==> src/rtl/click_pipe_pkg.sv <==
// Shared types and helpers for the click-pipeline front/back-end.
package click_pipe_pkg;

  function automatic int id_w(input int n);
    return (n > 1) ? $clog2(n) : 1;
  endfunction

  typedef enum logic [1:0] {IDLE, SETUP, WAIT_ACK} tx_state_e;

endpackage

==> src/rtl/click_id_fifo.sv <==
// Source-ID FIFO: one entry per token in flight, popped in return order.
module click_id_fifo #(
  parameter int DEPTH = 4,
  parameter int WIDTH = 2
) (
  input  logic             clk,
  input  logic             reset,
  input  logic             i_push,
  input  logic [WIDTH-1:0] i_push_data,
  input  logic             i_pop,
  output logic [WIDTH-1:0] o_head,
  output logic             o_full,
  output logic             o_empty
);

  localparam int PW = (DEPTH > 1) ? $clog2(DEPTH) : 1;
  localparam int CW = $clog2(DEPTH + 1);

  logic [WIDTH-1:0] r_mem [DEPTH];
  logic [PW-1:0]    r_wr, r_rd;
  logic [CW-1:0]    r_cnt;
  logic             w_push, w_pop;

  assign o_full  = (r_cnt == CW'(DEPTH));
  assign o_empty = (r_cnt == '0);
  assign w_push  = i_push && !o_full;
  assign w_pop   = i_pop && !o_empty;
  // Empty FIFO reads as ID 0 so a protocol error yields a defined rsp_src.
  assign o_head  = o_empty ? '0 : r_mem[r_rd];

  always_ff @(posedge clk) begin
    if (reset) begin
      r_wr  <= '0;
      r_rd  <= '0;
      r_cnt <= '0;
      for (int i = 0; i < DEPTH; i++) r_mem[i] <= '0;
    end else begin
      if (w_push) begin
        r_mem[r_wr] <= i_push_data;
        r_wr        <= (r_wr == PW'(DEPTH - 1)) ? '0 : r_wr + 1'b1;
      end
      if (w_pop) r_rd <= (r_rd == PW'(DEPTH - 1)) ? '0 : r_rd + 1'b1;
      if (w_push && !w_pop)      r_cnt <= r_cnt + 1'b1;
      else if (!w_push && w_pop) r_cnt <= r_cnt - 1'b1;
    end
  end

endmodule

==> src/rtl/sync_ff.sv <==
// Flop chain bringing an asynchronous phase signal into the clk domain.
module sync_ff #(
  parameter int STAGES = 2
) (
  input  logic clk,
  input  logic reset,
  input  logic i_d,
  output logic o_q
);

  logic [STAGES-1:0] r_chain;

  always_ff @(posedge clk) begin
    if (reset) r_chain <= '0;
    else       r_chain <= {r_chain[STAGES-2:0], i_d};
  end

  assign o_q = r_chain[STAGES-1];

endmodule

==> src/rtl/click_pipe_arbiter.sv <==
// Round-robin front-end into a 2-phase click pipeline plus tagged response back-end.
module click_pipe_arbiter
  import click_pipe_pkg::*;
#(
  parameter int N_REQ        = 4,
  parameter int DATA_WIDTH   = 32,
  parameter int MAX_INFLIGHT = 4,
  parameter int SYNC_STAGES  = 2,
  localparam int ID_W  = id_w(N_REQ),
  localparam int CNT_W = $clog2(MAX_INFLIGHT + 1)
) (
  input  logic                        clk,
  input  logic                        reset,
  input  logic [N_REQ-1:0]            req_valid,
  input  logic [N_REQ*DATA_WIDTH-1:0] req_data,
  output logic [N_REQ-1:0]            req_ready,
  output logic                        pipe_in_req,
  output logic [DATA_WIDTH-1:0]       pipe_in_data,
  input  logic                        pipe_in_ack,
  input  logic                        pipe_out_req,
  input  logic [DATA_WIDTH-1:0]       pipe_out_data,
  output logic                        pipe_out_ack,
  output logic                        rsp_valid,
  output logic [DATA_WIDTH-1:0]       rsp_data,
  output logic [ID_W-1:0]             rsp_src,
  input  logic                        rsp_ready,
  output logic [CNT_W-1:0]            inflight
);

  tx_state_e             r_state, w_state_nxt;
  logic [ID_W-1:0]       r_ptr, w_grant, w_cand, r_rsp_src, w_fifo_head;
  logic [DATA_WIDTH-1:0] r_in_data, r_rsp_data, w_sel_data;
  logic [CNT_W-1:0]      r_inflight;
  logic r_in_req, r_out_ack, r_rsp_valid;
  logic w_ack_s, w_oreq_s, w_any, w_accept, w_rx_detect, w_rsp_fire;
  logic w_fifo_full, w_fifo_empty;

  sync_ff #(.STAGES(SYNC_STAGES)) u_sync_ack (
    .clk(clk), .reset(reset), .i_d(pipe_in_ack), .o_q(w_ack_s));
  sync_ff #(.STAGES(SYNC_STAGES)) u_sync_oreq (
    .clk(clk), .reset(reset), .i_d(pipe_out_req), .o_q(w_oreq_s));

  click_id_fifo #(.DEPTH(MAX_INFLIGHT), .WIDTH(ID_W)) u_id_fifo (
    .clk(clk), .reset(reset),
    .i_push(w_accept), .i_push_data(w_grant), .i_pop(w_rx_detect),
    .o_head(w_fifo_head), .o_full(w_fifo_full), .o_empty(w_fifo_empty));

  // Search starts one past the last grant, wrapping at N_REQ.
  always_comb begin
    w_any   = 1'b0;
    w_grant = '0;
    w_cand  = r_ptr;
    for (int k = 0; k < N_REQ; k++) begin
      w_cand = (w_cand == ID_W'(N_REQ - 1)) ? '0 : w_cand + 1'b1;
      if (!w_any && req_valid[w_cand]) begin
        w_any   = 1'b1;
        w_grant = w_cand;
      end
    end
  end

  always_comb begin
    w_sel_data = '0;
    for (int i = 0; i < N_REQ; i++)
      if (w_grant == ID_W'(i)) w_sel_data = req_data[i*DATA_WIDTH +: DATA_WIDTH];
  end

  always_comb begin
    w_state_nxt = r_state;
    w_accept    = 1'b0;
    req_ready   = '0;
    case (r_state)
      IDLE: if (!reset && w_any && (r_inflight < CNT_W'(MAX_INFLIGHT)) && !w_fifo_full) begin
        w_accept           = 1'b1;
        req_ready[w_grant] = 1'b1;
        w_state_nxt        = SETUP;
      end
      SETUP:    w_state_nxt = WAIT_ACK;
      WAIT_ACK: if (w_ack_s == r_in_req) w_state_nxt = IDLE;
      default:  w_state_nxt = IDLE;
    endcase
  end

  // Phase mismatch means a fresh token; rsp_valid masks the stale phase until the ack toggles.
  assign w_rx_detect = (w_oreq_s != r_out_ack) && !r_rsp_valid;
  assign w_rsp_fire  = r_rsp_valid && rsp_ready;

  always_ff @(posedge clk) begin
    if (reset) begin
      r_state     <= IDLE;
      r_ptr       <= '0;
      r_in_req    <= 1'b0;
      r_in_data   <= '0;
      r_out_ack   <= 1'b0;
      r_rsp_valid <= 1'b0;
      r_rsp_data  <= '0;
      r_rsp_src   <= '0;
      r_inflight  <= '0;
    end else begin
      r_state <= w_state_nxt;
      if (w_accept) begin
        r_ptr     <= w_grant;
        r_in_data <= w_sel_data;
      end
      if (r_state == SETUP) r_in_req <= ~r_in_req;
      if (w_rx_detect) begin
        r_rsp_data  <= pipe_out_data;
        r_rsp_src   <= w_fifo_head;
        r_rsp_valid <= 1'b1;
      end else if (w_rsp_fire) begin
        r_rsp_valid <= 1'b0;
        r_out_ack   <= ~r_out_ack;
      end
      if (w_accept && !w_rsp_fire)      r_inflight <= r_inflight + 1'b1;
      else if (!w_accept && w_rsp_fire) r_inflight <= r_inflight - 1'b1;
    end
  end

  a_rx_id_available: assert property (@(posedge clk) disable iff (reset)
    w_rx_detect |-> !w_fifo_empty);

  assign pipe_in_req  = r_in_req;
  assign pipe_in_data = r_in_data;
  assign pipe_out_ack = r_out_ack;
  assign rsp_valid    = r_rsp_valid;
  assign rsp_data     = r_rsp_data;
  assign rsp_src      = r_rsp_src;
  assign inflight     = r_inflight;

endmodule

==> config.mk <==
export PLATFORM = sky130hd
export DESIGN_NAME = click_pipe_arbiter
export DESIGN_NICKNAME = d
export VERILOG_FILES = /design/src/rtl/click_pipe_pkg.sv /design/src/rtl/click_id_fifo.sv /design/src/rtl/sync_ff.sv /design/src/rtl/click_pipe_arbiter.sv
export SDC_FILE = /design/constraint.sdc
export NUM_CORES = 1
export LEC_CHECK = 0
export BUFFER_PORTS_ARGS = -buffer_cell sky130_fd_sc_hd__buf_2
export CAP_MARGIN = 0
export CELL_PAD_IN_SITES_DETAIL_PLACEMENT = 0
export CELL_PAD_IN_SITES_GLOBAL_PLACEMENT = 1
export CORE_MARGIN = 5
export CORE_UTILIZATION = 28
export DETAILED_ROUTE_END_ITERATION = 12
export MAX_ROUTING_LAYER = met4
export PLACE_DENSITY = 0.85
export RECOVER_POWER = 100
export SLEW_MARGIN = 20
export SYNTH_ARGS = -nofsm -noshare
export SYNTH_HDL_FRONTEND = slang
export SYNTH_SLANG_ARGS = --single-unit
==> constraint.sdc <==
create_clock -name clk -period 2.1 [get_ports clk]
set_clock_uncertainty 0.05 [all_clocks]
set_input_delay 0.105 -clock clk [delete_from_list [all_inputs] [get_ports clk]]
set_output_delay 0.105 -clock clk [all_outputs]
set_load 0.02 [all_outputs]
Word-level counts from Yosys, hierarchy flattened
Memory sizes are Yosys's and may differ from the RTL's. A register that Yosys moved wholly into a read port is not among the register bits.
Cells that the tools add are included.
- reduce and logical (&&, ||, !) cells: 35
- order comparisons: 7
- bitwise gates (word level): 3
- equality and inequality tests: 16
- $add $sub $neg: 10
- multiplexer cells: 52
- operator list (cell ; number):
    $mux 32 ; 4
    $mux 2 ; 17
    $mux 1 ; 19
    $eq 2x2->1 const B ; 9
    $logic_and 1x1->1 ; 15
    $lt 2x3->1 const B ; 5
    $add 2x1->2 const B ; 6
    $mux 3 ; 4
    $logic_not 1->1 ; 11
    $bmux 1 s2 ; 4
    $mux 4 ; 2
    $add 3x1->3 const B ; 2
    $pmux 2 s3 ; 1
    $reduce_bool 2->1 ; 3
    $sub 3x1->3 const B ; 2
    $eq 2x1->1 const B ; 2
    $logic_not 2->1 ; 2
    $ne 2x2->1 const B ; 2
    $reduce_and 2->1 ; 2
    $eq 3x3->1 const B ; 1
    $logic_not 3->1 ; 1
    $lt 3x3->1 const B ; 1
    $not 1->1 ; 3
    $demux 1 s2 ; 1
    other kinds (4) ; 4
- memories kept: 1
- word-level logic and storage cells: 138
- output and inout bits: 76
- bits in writable memories: 8
- bits of input ports: 169
- bits in registers: 87
- memory list (memory ; words ; bits a word ; read ports ; clocked after memory_dff ; write ports ; line ; text):
    u_id_fifo.r_mem ; 4 ; 2 ; 1 ; 1 ; 4 ; click_id_fifo.sv:19 ; logic [WIDTH-1:0] r_mem [DEPTH];

Depth between registers and ports, before layout
Gate-level depths: netlist (run 1).
- word-level depth: 25
- depth in mapped cells: 11
- mapped depth without buffers: 10

By module
Synthesis (run 1) repeated with hierarchy kept, for this count alone.
- cell total of the unflattened synthesis: 578
- area total of the unflattened synthesis: 5559.1 sq um
- modules (own cells, without submodules) (module ; instances ; cells an instance ; area each (sq um) ; sequential area each (sq um)):
    click_pipe_arbiter ; 1 ; 497 ; 4636.9 ; 1521.5
    click_id_fifo ; 1 ; 73 ; 817.0 ; 420.4
    sync_ff ; 2 ; 4 ; 52.6 ; 40.0

Worst setup path after synthesis (run 1)
Ideal clock, no wire load.
- path kind: register to register
- start: register r_inflight[2], in the netlist inflight[2]
- end: register r_inflight[2], in the netlist inflight[2]
- path buffers: 1
- setup time: 0.070 ns
- cell stages (with the launch flop): 11
- path slack: -0.356 ns
- arrival time: 2.336 ns
- data required time: 1.980 ns
- clock period less this slack: 2.456 ns
- cells stage by stage: dfxtp_1 -> nor4_1 -> nand3_1 -> inv_1 -> clkbuf_1 -> ha_1 -> inv_1 -> fa_1 -> xor2_1 -> or3_1 -> a21oi_1
- cells in the longest elaborated chain, start to end: 8
- elaborated cells on any way between the ends: 13
- those cells by class: 2 x add/sub; 1 x order compare; 4 x mux; 6 x reduce/logical
- ends and longest elaborated chain (item ; line ; text):
    start, declared ; click_pipe_arbiter.sv:33 ; logic [CNT_W-1:0] r_inflight;
    start signal, assigned ; click_pipe_arbiter.sv:114 ; if (w_accept && !w_rsp_fire) r_inflight <= r_inflight + 1'b1;
    start signal, assigned ; click_pipe_arbiter.sv:115 ; else if (!w_accept && w_rsp_fire) r_inflight <= r_inflight - 1'b1;
    $lt 3x3->1 (*) ; click_pipe_arbiter.sv:73 ; IDLE: if (!reset && w_any && (r_inflight < CNT_W'(MAX_INFLIGHT)) && !w_fifo_full) begin
    $logic_and 1x1->1 (*) (2 in a row) ; click_pipe_arbiter.sv:73 ;
    $mux 1 (*) ; click_pipe_arbiter.sv:73 ;
    $mux 1 (*) ; click_pipe_arbiter.sv:72 ; case (r_state)
    via u_id_fifo.i_push ; click_id_fifo.sv:8 ; input logic i_push,
    $logic_not 1->1 ; click_pipe_arbiter.sv:115 ;
    $logic_and 1x1->1 ; click_pipe_arbiter.sv:115 ;
    $reduce_bool 2->1 (no source line) ; -- ;
Mark *: on every way through the listed nets, which the timed path passes. The rest lies on a longest branch. The select of a mux whose other input is x is not followed.
A chain may end at the register's enable or synchronous reset.

Worst setup path after layout (run 1)
- start: register r_ptr[1]
- end: output req_ready[0]
- cells in the longest elaborated chain, start to end: 20
- elaborated cells on any way between the ends: 44
- those cells by class: 4 x add/sub; 2 x order compare; 4 x eq/ne; 24 x mux; 10 x reduce/logical
- ends and longest elaborated chain (item ; line ; text):
    start, declared ; click_pipe_arbiter.sv:31 ; logic [ID_W-1:0] r_ptr, w_grant, w_cand, r_rsp_src, w_fifo_head;
    start signal, assigned ; click_pipe_arbiter.sv:102 ; r_ptr <= w_grant;
    $add 2x1->2 or $eq 2x2->1 (tied branches) ; click_pipe_arbiter.sv:54 ; w_cand = (w_cand == ID_W'(N_REQ - 1)) ? '0 : w_cand + 1'b1;
    $mux 2 (*) ; click_pipe_arbiter.sv:54 ;
    parallel branches: the longest is 16 deep, another holds $lt 2x3->1 ; -- ;
    $mux 4 (*) ; click_pipe_arbiter.sv:73 ;
    $mux 4 (*) ; click_pipe_arbiter.sv:72 ;
    end, declared ; click_pipe_arbiter.sv:16 ; output logic [N_REQ-1:0] req_ready,
Every way passes the cells marked *. The select of a mux whose other input is x is not followed.

==> results.ini, run 1 <==
[layout]
drive_gt1_share_pct=37.5
area_growth_pct=68.7
final_common_cell=buf_2
final_cell_mix=buf_2, nand2_1, dfxtp_1, clkbuf_1, dlygate4sd3_1
final_cells=1103
layout.nets=1057

[clocking]
cts-root-buf=clkbuf_16
cts_sinks=97
cts_tree=built
cts_buffer_depth=2
cts_max_level=3
path_clk_slew_ns=0.07
clock_latency_ns=0.35
numCtsBuffers=9

[synth]
netlist_area_sq_mm=0.00454
synth_top_area_share_pct=39.3
yosysUniqueCellTypes=51
synthArstFlopShare_pct=0
synth_compound_area_share_pct=20.6
yosys.area_share.simple_pct=21.0
synth_top_family_by_area=simple AND/OR/NAND/NOR gates
syn_area_per_cell_sq_um=8.51
yosysWarnings=0
ys_ff_latch=97
syn-instance-count=533
synth_fa_ha_area_share_pct=2.26
synthFlopType=dfxtp_1
ys_top_cells_by_area=dfxtp_1, nand2_1, a21oi_1
synthXorXnorAreaFrac_pct=1.35
synth_edf_count=8
ys_seq_area_share_pct=44.6
synth.largest_area_cell=dfxtp_1
synth.area.mux_share_pct=4.30
synth_nets=709

[timing]
slew_headroom_pct=12.6
rsz0062_at_grt=true
fin_crit_ns=2.33
finalSetupViolCount=38
max_freq_mhz=429
slew_violations=0
period_share_pct=111
hold_slack_ns=0.0557
final_hold_viol_count=0
worst_slew_pin_slew_ns=1.31
timing.final.ws_setup_ns=-0.229
final.setup.tns_ns=-5.49

[power]
peakVddDrop_uv=815
pwr_density_cell_mw_per_mm2=1170
p_leak_nw=3.44
finalPower_mw=8.95

[worst_setup_path]
crit_type=reg2out
worstPathMaxFanout=8
cp-end-kind=primary output
cp.required_ns=1.95
start_kind=flip-flop
critPathArrivalTime_ns=2.17
rrSetupSlack_ns=-0.18

[place]
hpwlAfterDp_um=12200
place_inst=1008
dp_worst_setup_slack_ns=-0.228
port_buffers=244
gp_congestion=0.897

[routing]
drc_errors=0
via_per_inst=4.61
routed_wl_um=17100
antenna_left=0
routed-via-count=5083
drt_first_pass_iters=5
routedWlPerCell_um=15.5
drtIter0Drc=166

[run_status]
status=finished with violations
violations=negative setup slack

[global_routing]
grt_max_degree=63
antenna_found_initial=2
gr-total-overflow=0
grt_pass1_vias=5230
track_usage_pct=18.2
grt_pass1_wl_um=25900

[job]
maxCapViolations=0

[floorplan]
ios=245
coreArea_sq_mm=0.0159
dieArea_sq_mm=0.0188
die_h_um=137
start_util_pct=28.6
rows=46
die_x_um=137

[hold_path]
hold_class=in2reg

[power breakdown]
part / switching, mW / total, mW / internal, mW
Clock: 0.743 / 1.56 / 0.816
Combinational: 2.54 / 4.87 / 2.33
Sequential: 0.247 / 2.52 / 2.27
[what timing repair did]
item | CTS | global route
endpoints found under the setup margin | 38 | 42
endpoints found under the hold margin | 50 | 0
hold buffers | 58 | 0
buffers inserted | 15 | 5
pin swaps | 19 | 15
gates resized for setup | 41 | 50
cloned | 0 | 1
[flip-flops by register name (all words and copies together), names as in the netlist, 2 cells and up, named ones only]
register / flops
rsp_data: 32
u_id_fifo.r_mem: 8
pipe_in_data: 32
u_id_fifo.r_rd: 2
u_sync_ack.r_chain: 2
inflight: 3
r_ptr: 2
r_state: 2
u_id_fifo.r_wr: 2
u_sync_oreq.r_chain: 2
rsp_src: 2
u_id_fifo.r_cnt: 3
[worst max-delay path: stages (launching register included)]
cell and delay, ns:
dfxtp_2 0.34, ha_4 0.18, or3b_4 0.37, a221oi_2 0.25
a31oi_2 0.10, buf_4 0.17, a21o_4 0.22, nor2_4 0.08
buf_6 0.12
[per-stage QoR]
stage / utilization, % / cell area (sq um)
3_5_place_dp: 40.0 / 6360
4_1_cts: 47.3 / 7510
3_3_place_gp: 40.0 / 6360
5_1_grt: 48.2 / 7650
2_1_floorplan: - / 4620
6_report: 48.2 / 7650
[cell usage after synthesis (all sizes together), types with 6 or more instances]
cell     instances
a221o            8
nor3             6
a211o           22
buf             20
edfxtp           8
a21oi           76
o2bb2ai          8
nor3b            9
clkbuf          17
nor2b            8
inv             14
nand2          149
nand2b           6
dfxtp           89
mux2i           15
nor2            24
xor2             7
[worst paths after layout]
path | end | depth (start not counted) | from
worst min register to register | u_sync_oreq.r_chain[1] | 1 | u_sync_oreq.r_chain[0]
worst min-delay path | pipe_in_data[13] | 4 | req_data[77]
worst max-delay path | req_ready[0] | 8 | r_ptr[1]
worst max register to register | pipe_in_data[30] | 10 | r_ptr[1]
[area by class of cell]
cell class,count,area [sq um]
clock buffers,11,233
repair buffers,374,2440
multi-input cells,385,2570
clock inverters,5,41.3
diodes,1,2.50
fillers,1565,8230
flip-flops and latches,97,2030
inverters,14,55.1
well taps,216,270
[kinds of logic (layout without fill, tap and decap cells)]
group	Yosys count	in the layout
AOI/OAI and AO/OA	138	138
xor gates and xnor gates	7	7
adders and majority gates	7	7
buffers and inverters	51	404
DFF	97	97
muxes	17	17
other	0	1
and+or+nand+nor	216	216
[metal layers]
| metal | track usage, % | up-vias | share of wire (%) |
|---|---|---|---|
| met3 | 5.41 | 31 | 8.2 |
| met1 | 19.9 | 2311 | 40 |
| met2 | 31.9 | 202 | 50 |
| li1 | - | 2539 | - |
| met4 | 5.38 | 0 | 2.0 |
| met5 | - | - | 0 |
(Power assumes the default switching activity.)
==> inputs of run 2 (changes only) <==
Settings changed: CORE_UTILIZATION 28 to 31, PLACE_DENSITY 0.85 to default, PLACE_DENSITY_LB_ADDON from default to 0.3.
Clock period 2.1 ns to 2.48 ns, I/O delays scaled along.
==> results.ini, run 2 (synthesized netlist as in run 1, its figures left out) <==
[global_routing]
grt_max_degree=64  ; +1.6%
antenna_found_initial=0  ; -2
gr-total-overflow=0  ; unchanged
track_usage_pct=17.9  ; -0.25 points
grt_pass1_wl_um=23800  ; -8.1%
grt_pass1_vias=5068  ; -3.1%

[floorplan]
rows=44  ; -4.3%
start_util_pct=31.5  ; +2.9 points
dieArea_sq_mm=0.0172  ; -9.0%
die_x_um=131  ; -4.6%
die_h_um=131  ; -4.6%
ios=245  ; unchanged
coreArea_sq_mm=0.0144  ; -9.2%

[routing]
antenna_left=0  ; unchanged
wl_met3_um=1010  ; -27%
routed-wl-met2_um=7780  ; -8.6%
top_layer=met4
wl_met1_um=6210  ; -8.8%
drc_errors=0  ; unchanged
drt_first_pass_iters=4  ; -1
routed-via-count=4893  ; -3.7%
drtIter0Drc=172  ; +3.6%
routedWlPerCell_um=14.8  ; -4.4%
routed_wl_um=15200  ; -11%
via_per_inst=4.76  ; +3.4%

[power]
p_leak_nw=3.17  ; -7.9%
peakVddDrop_uv=507  ; -38%
pwr_density_cell_mw_per_mm2=981  ; -16%
finalPower_mw=6.77  ; -24%

[worst_setup_path]
critPathTopFamily=simple AND/OR/NAND/NOR gates
crit_type=reg2out
cp-end-kind=primary output
path_cells=buf_4 > nor4_4 > nor3_2 > or2_1 > buf_4 > nor2_1 > and2_1 > buf_2
cp.required_ns=2.31  ; +0.36 ns
worstPathMaxFanout=9  ; +1
worst-path-buf-inv=3  ; +1
start_kind=flip-flop
critPathArrivalTime_ns=2.22  ; +0.05 ns
critPathSlowestCell=dfxtp_1
max_stage_delay_ns=0.33  ; -0.04 ns
crit_top_cell=buf_4

[place]
gp_congestion=0.806  ; -10%
hpwlAfterDp_um=10500  ; -13%
place_inst=940  ; -6.7%
dp_worst_setup_slack_ns=-0.0669  ; +0.161 ns
place_area_sq_mm=0.00594  ; -6.6%
port_buffers=244  ; unchanged

[layout]
final_cells=1027  ; -6.9%
drive_gt1_share_pct=28.0  ; -9.5 points
area_growth_pct=52.1
stdcell_area_sq_mm=0.00690  ; -9.8%
fin_util_pct=47.8  ; -0.34 points
layout.nets=1014  ; -4.1%
final_cell_mix=buf_2, nand2_1, dfxtp_1, a21oi_1, clkbuf_1
diodes=0  ; -1
final_common_cell=buf_2

[clocking]
cts_tree=built
cts_sinks=97  ; unchanged
cts_max_level=3  ; unchanged
cts-root-buf=clkbuf_16
clock_latency_ns=0.35  ; about the same
numCtsBuffers=9  ; unchanged
cts_buffer_depth=2  ; unchanged
path_clk_slew_ns=0.07  ; about the same

[timing]
period_share_pct=96.6
max_freq_mhz=417
slew_headroom_pct=16.3  ; +3.8 points
final.setup.tns_ns=0  ; +5.49 ns
finalSetupViolCount=0  ; -100%
hold_slack_ns=0.0749  ; +0.0192 ns
worst_slew_pin_slew_ns=1.25  ; -0.0566 ns
final_hold_viol_count=0  ; unchanged
timing.final.ws_setup_ns=0.0835  ; +0.312 ns
fin_crit_ns=2.40
slew_violations=0  ; unchanged

[hold_path]
hold_class=in2reg

[run_status]
status=finished, final reports clean

[job]
maxCapViolations=0  ; unchanged

## run 2: what timing repair did
item	CTS	global route
pin swaps	3	7
hold endpoints to repair	50	0
endpoints found under the setup margin	11	4
resized for setup	9	3
setup buffers	6	6
cloned	1	0
hold buffers	58	0
## run 2: where the power goes
group | total, mW | switching [mW] | internal, mW
Combinational | 3.18 | 1.81 | 1.37
Clock | 1.46 | 0.637 | 0.822
Sequential | 2.13 | 0.207 | 1.92
Total | 6.77 | 2.66 | 4.11
## run 2: area by class of cell
cell class / instances / area [sq um]
fill: 1454 / 7520
multi-input combinational: 386 / 2330
sequential: 97 / 2020
timing repair buffer: 330 / 1960
clock buffer: 10 / 239
tap: 184 / 230
clock inverter: 6 / 73.8
inverter: 14 / 52.6
## run 2: path summary, 6_finish.rpt
path,start,end,slack (ns),depth (start not counted)
min reg2reg,rsp_data[19],rsp_data[19],0.41,2
min,req_data[96],pipe_in_data[0],0.07,4
max reg2reg,r_ptr[1],pipe_in_data[16],0.18,8
max,r_ptr[0],req_ready[2],0.08,8
## run 2: worst min-delay path, stage by stage
cell and delay (ns):
buf_2 0.08, nand2_1 0.04, a21oi_1 0.11, a211o_1 0.09
## run 2: routing by layer
metal  up-vias  GRT usage, %
met1      2256          20.3
met3        12          4.43
met5         -             -
met2       174          31.6
li1       2451             -
met4         0          4.84
==> inputs of run 3 (changes only) <==
Settings changed: CELL_PAD_IN_SITES_DETAIL_PLACEMENT 0 to 1, CELL_PAD_IN_SITES_GLOBAL_PLACEMENT 1 to 2, CORE_UTILIZATION 31 to 24.
==> results.ini, run 3 (synthesized netlist as in run 1, its figures left out) <==
[worst_setup_path]
critPathSlowestCell=o31ai_1
critPathArrivalTime_ns=2.27  ; +0.05 ns
max_stage_delay_ns=0.45  ; +0.12 ns
reg2reg_depth=9  ; +1
r2r-start=r_ptr[0]
cp-end-kind=primary output
cp.required_ns=2.31  ; about the same
rrSetupSlack_ns=0.13  ; -0.05 ns
path_cells=ha_4 > buf_4 > o31ai_1 > a31oi_4 > a21o_2 > buf_12 > nor2_4 > buf_6
start_kind=flip-flop
worstPathMaxFanout=10  ; +1
rr_endpoint=pipe_in_data[23]
crit_type=reg2out

[power]
pwr_density_cell_mw_per_mm2=976  ; -0.51%
peakVddDrop_uv=339  ; -33%
p_leak_nw=3.17  ; -0.11%
finalPower_mw=6.80  ; +0.44%

[place]
port_buffers=244  ; unchanged
gp_congestion=0.901  ; +12%
hpwlAfterDp_um=13800  ; +31%
place_inst=996  ; +6.0%

[timing]
finalSetupViolCount=0  ; unchanged
slew_headroom_pct=10.7  ; -5.7 points
period_share_pct=98.7  ; +2.1 points
final_hold_viol_count=0  ; unchanged
final.setup.tns_ns=0  ; unchanged
worst_slew_pin_slew_ns=1.34  ; +0.0849 ns
max_freq_mhz=408  ; -2.1%
slew_violations=0  ; unchanged
rsz0062_at_grt=true
fin_crit_ns=2.45  ; +0.0516 ns

[clocking]
cts_tree=built
numCtsBuffers=9  ; unchanged
cts-root-buf=clkbuf_16
cts_sinks=97  ; unchanged
cts_buffer_depth=2  ; unchanged
clock_latency_ns=0.34  ; about the same
cts_max_level=3  ; unchanged
path_clk_slew_ns=0.08  ; about the same

[layout]
layout.nets=1011  ; -0.30%
nFillCells=2315  ; +59%
final_common_cell=buf_2
drive_gt1_share_pct=28.7  ; +0.70 points
final_cell_mix=buf_2, nand2_1, dfxtp_1, clkbuf_1, a21oi_1
area_growth_pct=53.6
final_cells=1078  ; +5.0%

[job]
maxCapViolations=0  ; unchanged

[floorplan]
ios=245  ; unchanged
rows=50  ; +14%
start_util_pct=24.3  ; -7.1 points
dieArea_sq_mm=0.0218  ; +27%
coreArea_sq_mm=0.0186  ; +29%
die_h_um=147  ; +13%
die_x_um=147  ; +13%

[hold_path]
hold_class=in2reg
holdPathStages=2  ; -2
holdPathEnd=u_sync_ack.r_chain[0]
hold_start=pipe_in_ack

[routing]
wl_met1_um=7780  ; +25%
via_per_inst=4.69  ; -1.6%
top_layer=met4
drt_first_pass_iters=4  ; unchanged
routed_wl_um=18800  ; +23%
drc_errors=0  ; unchanged
routed-via-count=5053  ; +3.3%
routedWlPerCell_um=17.4  ; +18%
antenna_left=0  ; unchanged
wl_met3_um=1230  ; +22%
routed-wl-met2_um=9320  ; +20%
drtIter0Drc=159  ; -7.6%

[global_routing]
grt_max_degree=64  ; unchanged
grt_pass1_wl_um=29700  ; +24%
track_usage_pct=17.4  ; -0.56 points
gr-total-overflow=0  ; unchanged
grt_pass1_vias=5704  ; +13%
antenna_found_initial=2  ; +2

[run_status]
status=finished, final reports clean

-- run 3: changes by cell type in the layout (fill, tap and decap cells not counted), sizes merged --
cell | before | now
bufinv | 1 | 0
inv | 16 | 18
buf | 196 | 193
bufbuf | 0 | 1
dlygate4sd3 | 58 | 57
a21o | 3 | 2
diode | 0 | 4
-- run 3: how the worst max path moves through the flow --
stage                             endpoint  slack, ns        start
final                         req_ready[0]       0.03     r_ptr[0]
after global routing          req_ready[0]      -0.05     r_ptr[1]
after CTS                     req_ready[0]       0.01     r_ptr[0]
after detailed placement  pipe_in_data[18]       0.05     r_ptr[0]
after global placement    pipe_in_data[18]       0.09     r_ptr[0]
after floorplan                inflight[2]       0.02  inflight[2]
-- run 3: critical path: cells and delay by family (launching register included) --
family / cells / cell delay [ns]
and+or+nand+nor: 1 / 0.08
adders and majority gates: 1 / 0.18
DFF: 1 / 0.34
AOI/OAI and AO/OA: 3 / 0.91
buffers and inverters: 3 / 0.41
-- run 3: final cells by class --
class                      count  area [sq um]  share of cell area [%]
antenna                        4          10.0                   0.144
clock inverter                 7          52.6                   0.754
sequential                    97          2020                    29.1
timing repair buffer         328          1960                    28.2
tap                          234           293                    4.20
clock buffer                   9           225                    3.23
inverter                      14          52.6                   0.754
multi-input combinational    385          2350                    33.7
-- run 3: metrics by stage --
step	area, sq um	hold WS [ns]	setup WS [ns]	util [%]
2_1_floorplan	4540	0.174	0.0238	-
3_3_place_gp	6040	0.280	0.0949	32.4
3_5_place_dp	6040	0.283	0.0520	32.4
4_1_cts	7000	0.00849	0.0123	37.5
5_1_grt	6960	0.0156	-0.0512	37.3
6_report	6970	0.0208	0.0318	37.4
-- run 3: where the power goes --
| part | switching [mW] | leakage [nW] | internal [mW] |
|---|---|---|---|
| Combinational | 1.93 | 2.22 | 1.37 |
| Sequential | 0.218 | 0.814 | 1.92 |
| Clock | 0.666 | 0.135 | 0.692 |
| Total | 2.81 | 3.17 | 3.99 |
-- run 3: what timing repair did --
item | 4_1_cts | 5_1_grt
gates resized for setup | 14 | 10
endpoints found under the setup margin | 4 | 10
buffers inserted | 3 | 1
hold endpoints to repair | 49 | 0
gates cloned | 1 | 0
pin swaps | 4 | 4
hold buffers | 57 | 0
-- run 3: layer usage --
metal | vias up | GRT usage (%)
li1 | 2448 | -
met1 | 2383 | 19.9
met2 | 192 | 29.6
met3 | 30 | 4.45
met4 | 0 | 6.10
met5 | - | -
